`config.mk`:
```
export PLATFORM = sky130hd
export DESIGN_NAME = spike_encoder_flat
export DESIGN_NICKNAME = d
export VERILOG_FILES = /design/src/rtl/spike_encoder_if.sv /design/src/rtl/spike_encoder.sv /design/src/flat_wrapper.sv
export SDC_FILE = /design/constraint.sdc
export NUM_CORES = 1
export LEC_CHECK = 0
export ABC_AREA = 1
export CAP_MARGIN = 25
export CORE_MARGIN = 4
export CORE_UTILIZATION = 35
export CTS_BUF_LIST = sky130_fd_sc_hd__clkbuf_4 sky130_fd_sc_hd__clkbuf_8
export CTS_CLUSTER_DIAMETER = 200
export DETAILED_ROUTE_END_ITERATION = 7
export PLACE_DENSITY_LB_ADDON = 0.2
export RECOVER_POWER = 50
export SYNTH_ARGS = -nofsm -noshare
export SYNTH_HDL_FRONTEND = slang
export SYNTH_SLANG_ARGS = --single-unit
```
`constraint.sdc`:
```
create_clock -name clk -period 1.9 [get_ports clk]
set_clock_uncertainty 0.15 [all_clocks]
set_input_delay 0.38 -clock clk [delete_from_list [all_inputs] [get_ports clk]]
set_output_delay 0.38 -clock clk [all_outputs]
set_load 0.02 [all_outputs]
```
`src/rtl/spike_encoder_if.sv`:
```
// spike_encoder_if: intensity-vector input and per-step spike output handshakes for the TTFS encoder
`ifndef NUM_SPIKES
`define NUM_SPIKES 16
`endif
interface spike_encoder_if #(
    parameter int NUM_INPUTS = `NUM_SPIKES,
    parameter int IBITS      = 8,
    parameter int TBITS      = 3
);
    logic                        in_valid;
    logic                        in_ready;
    logic [NUM_INPUTS*IBITS-1:0] in_data;
    logic [NUM_INPUTS-1:0]       spikes_out;
    logic                        spikes_valid;
    logic                        spikes_ready;
    logic [TBITS-1:0]            step_idx;
    logic                        window_last;
    modport master (
        input  in_valid, in_data, spikes_ready,
        output in_ready, spikes_out, spikes_valid, step_idx, window_last
    );
    modport slave (
        output in_valid, in_data, spikes_ready,
        input  in_ready, spikes_out, spikes_valid, step_idx, window_last
    );
endinterface

```
`src/rtl/spike_encoder.sv`:
```
// spike_encoder: time-to-first-spike encoder replaying one intensity vector over a 2^TBITS-step window
`ifndef NUM_SPIKES
`define NUM_SPIKES 16
`endif
module spike_encoder #(
    parameter int NUM_INPUTS    = `NUM_SPIKES,
    parameter int IBITS         = 8,
    parameter int TBITS         = 3,
    parameter int MIN_INTENSITY = 1
) (
    input  logic               clk,
    input  logic               rst_l,
    input  logic               flush,
    output logic               busy,
    spike_encoder_if.master    bus
);
    typedef enum logic {IDLE, RUN} state_t;
    localparam logic [IBITS-1:0] MAXV  = '1;
    localparam logic [IBITS-1:0] MIN_V = IBITS'(MIN_INTENSITY);
    localparam logic [TBITS-1:0] LAST  = '1;
    state_t                                state_q, state_d;
    logic [TBITS-1:0]                      step_q, step_d;
    logic [NUM_INPUTS-1:0][TBITS-1:0]      t_q, t_d, t_in;
    logic [NUM_INPUTS-1:0]                 en_q, en_d, en_in;
    logic                                  run;
    assign run = state_q == RUN;
    for (genvar i = 0; i < NUM_INPUTS; i++) begin : g_lane
        // brighter lanes map to earlier steps: invert, then keep the top TBITS bits
        assign t_in[i]           = TBITS'((MAXV - bus.in_data[i*IBITS +: IBITS]) >> (IBITS - TBITS));
        assign en_in[i]          = bus.in_data[i*IBITS +: IBITS] >= MIN_V;
        assign bus.spikes_out[i] = run && en_q[i] && t_q[i] == step_q;
    end
    always_comb begin
        state_d = state_q;
        step_d  = step_q;
        t_d     = t_q;
        en_d    = en_q;
        if (state_q == IDLE) begin
            if (bus.in_valid) begin
                state_d = RUN;
                step_d  = '0;
                t_d     = t_in;
                en_d    = en_in;
            end
        end else if (flush) begin
            state_d = IDLE;
            step_d  = '0;
        end else if (bus.spikes_ready) begin
            state_d = step_q == LAST ? IDLE : RUN;
            step_d  = step_q + TBITS'(1);
        end
    end
    always_ff @(posedge clk or negedge rst_l) begin
        if (!rst_l) begin
            state_q <= IDLE;
            step_q  <= '0;
            t_q     <= '0;
            en_q    <= '0;
        end else begin
            state_q <= state_d;
            step_q  <= step_d;
            t_q     <= t_d;
            en_q    <= en_d;
        end
    end
    assign busy             = run;
    assign bus.in_ready     = state_q == IDLE;
    assign bus.spikes_valid = run;
    assign bus.step_idx     = step_q;
    assign bus.window_last  = run && step_q == LAST;
endmodule

```
`src/flat_wrapper.sv`:
```
// flat-port wrapper written by rule: the top's interface ports become plain ports
module spike_encoder_flat 
#(
    parameter int NUM_INPUTS    = `NUM_SPIKES,
    parameter int IBITS         = 8,
    parameter int TBITS         = 3,
    parameter int MIN_INTENSITY = 1
)
  (clk, rst_l, flush, busy, bus_in_valid, bus_in_data, bus_spikes_ready, bus_in_ready, bus_spikes_out, bus_spikes_valid, bus_step_idx, bus_window_last);
  spike_encoder_if #(.NUM_INPUTS(NUM_INPUTS), .IBITS(IBITS), .TBITS(TBITS)) bus_i ();
  input  logic clk;
  input  logic rst_l;
  input  logic flush;
  output logic busy;
  input wire logic [$bits(bus_i.in_valid)-1:0] bus_in_valid;
  input wire logic [$bits(bus_i.in_data)-1:0] bus_in_data;
  input wire logic [$bits(bus_i.spikes_ready)-1:0] bus_spikes_ready;
  output wire logic [$bits(bus_i.in_ready)-1:0] bus_in_ready;
  output wire logic [$bits(bus_i.spikes_out)-1:0] bus_spikes_out;
  output wire logic [$bits(bus_i.spikes_valid)-1:0] bus_spikes_valid;
  output wire logic [$bits(bus_i.step_idx)-1:0] bus_step_idx;
  output wire logic [$bits(bus_i.window_last)-1:0] bus_window_last;
  assign bus_i.in_valid = bus_in_valid;
  assign bus_i.in_data = bus_in_data;
  assign bus_i.spikes_ready = bus_spikes_ready;
  assign bus_in_ready = bus_i.in_ready;
  assign bus_spikes_out = bus_i.spikes_out;
  assign bus_spikes_valid = bus_i.spikes_valid;
  assign bus_step_idx = bus_i.step_idx;
  assign bus_window_last = bus_i.window_last;
  spike_encoder #(.NUM_INPUTS(NUM_INPUTS), .IBITS(IBITS), .TBITS(TBITS), .MIN_INTENSITY(MIN_INTENSITY)) u_core (.clk(clk), .rst_l(rst_l), .flush(flush), .busy(busy), .bus(bus_i));
endmodule
```
==> metrics.md, run 1 <==
| Metric | Value |
|---|---|
| Number of global-route vias before repair | 4101 |
| Num CTS Buffers | 9 |
| Largest net degree at the start of global routing | 40 |
| Worst Hold Margin | 0.336 ns |
| Post-synthesis compound-gate area fraction | about a tenth |
| CTS sink count | between 60 and 70 |
| Clock H-tree levels | 3 |
| Number of diodes | 0 |
| Pins Over Slew Limit | 0 |
| Post-synthesis mux area share | 0% |
| Startpoint Class | flip-flop |
| Layout cells sized above 1 | approximately 18% |
| Post-synth net total | 673 |
| Chip width | between 100 and 150 µm |
| Root Buffer | clkbuf_8 |
| Post-Synth XOR/XNOR Area | 0% |
| Fin nets | between 800 and 900 |
| RSZ-0062 raised after global routing | yes |
| Outcome | finished, violations left |
| Setup TNS | -1.73 ns |
| DR DRC count | 0 |
| Area growth syn-to-layout | 64.6% |
| Launching point of the worst reg2reg path | u_core.bus.spikes_valid |
| Final Non-Filler Cells | 861 |
| Die H | roughly 110 µm |
| Biggest area consumer among synthesized cells | dfrtp_1 |
| Clk pin slew, worst setup/hold paths | approximately 0.07 ns |
| Top cells by area, synth | dfrtp_1 45%, nand2_1 19%, nor2_1 10% |
| Slew margin rel. | ~58% |
| Post-Synth Simple-Gate Area | a little under two fifths |
| GRT overflow | 0 |
| Hold Vio Cnt, Final | 0 |
| Post-synthesis sequential area ratio | 45.4% |
| Fin util | approximately three fifths |
| DRT Pass-1 Iters | 4 |
| Clk buf depth | 2 |
| Via density | 4.66 |
| Most common cell after layout, fill and taps aside | nand2_1 |
| Sw Share | around a third |
| Pint | 3.30 mW |
| Synth unique cells | 22 |
| Worst vdd ir | between 400 and 500 µV |
| Pwr dens | roughly 800 mW/mm² |
| Power, Total | 4.87 mW |
| Critical path arrival | 1.51 ns |
| Initial antenna violation count | 0 |
| Share of Yosys cell area claimed by the top area cell type | between 40 and 50% |
| Global placement routability congestion | 0.813 |
| Final setup vio count | 17 |
| Die area | approximately 0.012 mm² |
| WL per Instance | 13.4 µm |
| Filler Cell Count | 956 |
| Critical path class | reg -> out |
| Sequential power share | between 40% and 50% |
| Reg-to-reg slack, setup | between 0.15 and 0.2 ns |
| Origin of the worst setup path | u_core.bus.step_idx[1] |
| Routed wire length | roughly 12000 µm |
| Crit path max fanout | 5 |
| Max capacitance violation total | 0 |
| Adder and majority gate portion of the synthesized area | 0.668% |
| Worst Setup End Kind | output port |
| # rows | 37 |
| Core Region | between 0.01 and 0.015 mm² |
| Worst setup margin | -0.137 ns |
| Worst Hold Path Cells | 2 |
| First-pass GRT wire length | 19200 µm |
| Clock power frac | 26.7% |
| First DRT Iteration DRCs | around 160 |
| Fmax | ~0.5 GHz |
| Worst Setup EP | bus_spikes_out[14] |
| Synthesized flop and latch total | about 70 |
| Gr usage total | between 10% and 20% |
| Syn Inst Count | approximately 540 |
| Req. time, crit path | between 1 and 1.5 ns |
| ANT nets after route | 0 |
| Worst r2r dst | u_core.t_q[9] |
| Switching pwr | 1.57 mW |
| Fin crit share | 107% |
| Placed Cells | 831 |
| TritonCTS clock tree | built |
| PortBufs | between 150 and 200 |
| P_leak | 2.83 nW |
| Power share of the combinational group | about a third |
| Commonest non-fill, non-tap cells in the layout | 175 x nand2_1, 131 x clkdlybuf4s50_1, 98 x nor2_1 |
| I/O pin count | 156 |
| Yosys warns | 0 |
| Initial Util | ~36% |
| Via count | roughly 4000 |
| Hold Path Class | reg -> reg |
| Cell Area, Synth | between 0.003 and 0.004 mm² |
| Synth Area per Inst | 6.97 µm² |
| Fin crit period | between 2 and 2.5 ns |
| Combinational family with the most area after synthesis | simple AND/OR/NAND/NOR gates |
| Clk Latency, worst-skew pair | between 0.3 and 0.4 ns |
| Worst-Margin Slew | around 0.64 ns |
| Failing checks | setup timing |
| Post-DP HPWL | between 8000 and 9000 µm |
| FF-to-FF path depth | 7 |
[layout make-up]
| type | count | area, µm² | share of cell area (%) |
|---|---|---|---|
| multi-input combinational | 424 | 2020 | 32.7 |
| clock buffer | 9 | 124 | 2.01 |
| inverter | 21 | 86.3 | 1.40 |
| sequential | 68 | 1700 | 27.6 |
| clock inverter | 7 | 91.3 | 1.48 |
| timing repair buffer | 196 | 1980 | 32.1 |
| tap | 136 | 170 | 2.76 |
[sequential cells by signal, summed over array words and instances, names as in the netlist]
name,flops
u_core.bus.spikes_valid,1
u_core.en_q,16
u_core.t_q,48
u_core.bus.step_idx,3
[per-layer routing]
metal  vias to the layer above  routed length (µm)  global-route usage (%)
met5                         -                   0                       0
met4                         0                 145                    5.68
met3                        12                 782                    4.46
met2                       128                5680                    32.2
met1                      1804                4960                    23.2
li1                       2065                   -                       -
[worst max-delay path, cell delays in order (launching register included)]
cell,delay (ns)
dfrtp_2,0.41
inv_4,0.07
buf_4,0.15
or2_2,0.27
nand3_1,0.07
nor2_1,0.05
buf_2,0.15
[what timing repair did]
item	in CTS	in global routing
gates cloned	3	1
buffers inserted	6	4
endpoints found under the hold margin	23	0
hold buffers	1	0
setup endpoints to repair	23	17
pin swaps	8	16
gates resized for setup	138	29
[through the flow]
stage          cell area, µm²  worst slack [ns]
2_1_floorplan            3760             0.112
5_1_grt                  6170            -0.220
3_3_place_gp             5630            -0.216
3_5_place_dp             5630            -0.252
6_report                 6170            -0.137
4_1_cts                  6080            -0.188
[cells by family after synthesis]
logic type	count (synthesis)
DFF	68
and+or+nand+nor	347
buffers and inverters	46
AOI/OAI and AO/OA	75
adders and majority gates	2
[synthesized netlist by cell type]
| master | instances |
|---|---|
| nand2_1 | 188 |
| dfrtp_1 | 68 |
| or2_1 | 8 |
| buf_6 | 3 |
| o21ai_1 | 29 |
| nor3_1 | 3 |
| nand3_1 | 28 |
| inv_1 | 17 |
| buf_2 | 14 |
| nor2_2 | 1 |
| clkbuf_1 | 5 |
| or2_0 | 6 |
| a21oi_1 | 3 |
| o211ai_1 | 2 |
| inv_2 | 4 |
| nand3b_1 | 1 |
| o21ai_0 | 41 |
| ha_1 | 2 |
| nor2_1 | 101 |
| buf_4 | 3 |
| or2_2 | 10 |
| nor3b_2 | 1 |
[power groups by stage]
stage	clock, mW	combinational, mW	sequential, mW
after floorplan	0	0.776	1.92
after global placement	0	1.43	1.94
after detailed placement	0	1.46	1.96
after CTS	1.33	1.56	1.95
after global routing	1.39	1.79	2.01
final	1.30	1.60	1.97
[how the worst min path moves through the flow]
stage                                from                 endpoint
final                      u_core.en_q[1]           u_core.en_q[1]
after global routing       u_core.en_q[7]           u_core.en_q[7]
after CTS                 u_core.en_q[15]          u_core.en_q[15]
after detailed placement            rst_l            u_core.t_q[6]
after global placement              rst_l            u_core.t_q[8]
after floorplan                     rst_l  u_core.bus.spikes_valid
Power figures use the tool's default switching activity.
==> inputs of run 2 (changes only) <==
--- a/config.mk
+++ b/config.mk
@@ -8,7 +8,7 @@
 export ABC_AREA = 1
 export CAP_MARGIN = 25
 export CORE_MARGIN = 4
-export CORE_UTILIZATION = 35
+export CORE_UTILIZATION = 30
 export CTS_BUF_LIST = sky130_fd_sc_hd__clkbuf_4 sky130_fd_sc_hd__clkbuf_8
 export CTS_CLUSTER_DIAMETER = 200
 export DETAILED_ROUTE_END_ITERATION = 7
==> run 2 against run 1 <==
Compared with the run above:
- the flow still finishes with violations (setup timing)
- sequential share of layout area grew 0.83 points
- flip-flop and latch count is the same
- sequential power is essentially flat
- routed wire length shrank 2.0%
- non-clock buffer count shrank 12
- final cell count grew 2.3%
- clock power shrank 5%
- clock-buffer cell count grew 2
- power shrank 3.6%
- fmax is essentially flat
- critical path type unchanged
==> metrics.md, run 2 (same netlist as run 1, synthesis figures left out) <==
| Metric | Value |
|---|---|
| Pins Over Slew Limit | 0 (unchanged) |
| Max capacitance violation total | 0 (unchanged) |
| Gr usage total | 15.6% (-3.0 points) |
| DRT Pass-1 Iters | 6 (+2) |
| Worst setup margin | -0.136 ns (+0.00101 ns) |
| Outcome | finished, violations left |
| Initial Util | 30.9% (-5.2 points) |
| Area growth syn-to-layout | 59.8% |
| Max reg flops | 48 (unchanged) |
| Routed wire length | 11300 µm (-2.0%) |
| Startpoint Class | flip-flop |
| P_leak | 2.74 nW (-3.2%) |
| Fmax | 0.491 GHz (about the same) |
| I/O pin count | 156 (unchanged) |
| Post-DP HPWL | 8190 µm (-2.9%) |
| Launching point of the worst reg2reg path | u_core.bus.spikes_valid |
| Die H | 120 µm (+7.4%) |
| WL per Instance | 12.9 µm (-4.2%) |
| Number of diodes | 0 (unchanged) |
| Final setup vio count | 17 (unchanged) |
| Setup TNS | -1.60 ns (+0.131 ns) |
| Fin crit share | 107% (about the same) |
| Clk buf depth | 2 (unchanged) |
| Origin of the worst setup path | u_core.bus.step_idx[1] |
| Slew margin rel. | 58.4% (+0.81 points) |
| # rows | 40 (+8.1%) |
| ANT nets after route | 0 (unchanged) |
| Pre-CTS WS | -0.235 ns (+0.0173 ns) |
| Fin nets | 843 (-1.4%) |
| Via count | 4008 (-0.025%) |
| First DRT Iteration DRCs | 203 (+25%) |
| Fin area | 0.00599 mm² (-2.9%) |
| Commonest non-fill, non-tap cells in the layout | 186 x nand2_1, 131 x clkdlybuf4s50_1, 95 x nor2_1 |
| Largest net degree at the start of global routing | 50 (+25%) |
| Power, Total | 4.69 mW (-3.6%) |
| CTS sink count | 68 (unchanged) |
| Hold Path Class | reg -> reg |
| Via density | 4.55 (-2.3%) |
| Critical path class | reg -> out |
| PortBufs | 155 (unchanged) |
| FF-to-FF path depth | 5 (-2) |
| Clk pin slew, worst setup/hold paths | 0.07 ns (about the same) |
| Placed Cells | 857 (+3.1%) |
| Global placement routability congestion | 0.780 (-4.1%) |
| Fin crit period | 2.04 ns (-0.00101 ns) |
| Failing checks | setup timing |
| Hold Vio Cnt, Final | 0 (unchanged) |
| Crit path max fanout | 12 (+7) |
| DR DRC count | 0 (unchanged) |
| First-pass GRT wire length | 18200 µm (-5.5%) |
| Placed cell area | 0.00563 mm² (+0.11%) |
| Num CTS Buffers | 9 (unchanged) |
| Worst-Margin Slew | 0.623 ns (-0.0121 ns) |
| Root Buffer | clkbuf_8 |
| Die area | 0.0143 mm² (+15%) |
| Critical path arrival | 1.51 ns (about the same) |
| Final Non-Filler Cells | 881 (+2.3%) |
| Layout cells sized above 1 | 14.9% (-2.7 points) |
| Largest reg by FF count | u_core.t_q |
| Chip width | 120 µm (+7.4%) |
| Req. time, crit path | 1.37 ns (about the same) |
| Core Region | 0.0121 mm² (+17%) |
| Worst Setup End Kind | output port |
| Hold path start | u_core.en_q[4] |
| Pwr dens | 783 mW/mm² (-0.72%) |
| Worst vdd ir | 388 µV (-6.6%) |
| TritonCTS clock tree | built |
| Worst r2r dst | u_core.t_q[12] |
| Worst Setup EP | bus_spikes_out[12] |
| Reg-to-reg slack, setup | 0.10 ns (-0.08 ns) |
| Clk Latency, worst-skew pair | 0.34 ns (about the same) |
| Most common cell after layout, fill and taps aside | nand2_1 |
| Initial antenna violation count | 0 (unchanged) |
| Number of global-route vias before repair | 3893 (-5.1%) |
| Clock H-tree levels | 3 (unchanged) |
| GRT overflow | 0 (unchanged) |
| RSZ-0062 raised after global routing | yes |
==> run 2: cell types whose count changed in the layout (fill, tap and decap cells not counted), sizes merged <==
cell,delta
clkinv,-1
dlygate4sd2,-1
clkbuf,+1
bufinv,-1
buf,-10
==> run 2: critical path, cell delays in order, from the launching register on <==
cell,delay [ns]
dfrtp_2,0.42
inv_4,0.07
buf_12,0.15
or2_2,0.28
nand3_2,0.06
nor2_1,0.05
buf_4,0.15
==> run 2: timing repair <==
item | 4_1_cts | 5_1_grt
gates resized for setup | 104 | 34
pin swaps | 0 | 8
setup endpoints to repair | 23 | 18
hold endpoints to repair | 17 | 0
hold buffers | 1 | 0
gates cloned | 1 | 1
setup buffers | 1 | 5
==> run 2: stage by stage <==
stage | utilization (%) | hold WS (ns)
after floorplan | - | -0.0656
after global placement | 46.5 | 0.221
after detailed placement | 46.5 | 0.221
after CTS | 48.9 | 0.335
after global routing | 49.4 | 0.355
final | 49.4 | 0.332
==> run 2: layer usage <==
layer,track usage [%],wire length [µm],up-vias
li1,-,-,2038
met1,19.5,4960,1808
met2,26.6,5430,153
met3,4.85,867,9
met4,3.51,91,0
met5,0,0,-
==> run 2: worst min-delay path by stage <==
| stage | end | slack (ns) | cells past startpoint |
|---|---|---|---|
| after floorplan | u_core.bus.spikes_valid | -0.07 | 0 |
| after global placement | u_core.t_q[7] | 0.22 | 1 |
| after detailed placement | u_core.t_q[7] | 0.22 | 1 |
| after CTS | u_core.en_q[4] | 0.33 | 2 |
| after global routing | u_core.en_q[13] | 0.36 | 2 |
| final | u_core.en_q[4] | 0.33 | 2 |
==> run 2: cell type report <==
cell class	instances	area [µm²]
flip-flops and latches	68	1700
clock buffers	11	145
inverters	21	85.1
fillers	1246	6120
clock inverters	5	60.1
multi-input cells	424	1940
repair buffers	184	1840
well taps	168	210
==> run 2: power breakdown <==
| part | leakage, nW | switching [mW] | internal (mW) |
|---|---|---|---|
| combinational | 1.82 | 0.749 | 0.770 |
| sequential | 0.820 | 0.207 | 1.73 |
| clock | 0.103 | 0.568 | 0.662 |
| total | 2.74 | 1.52 | 3.17 |
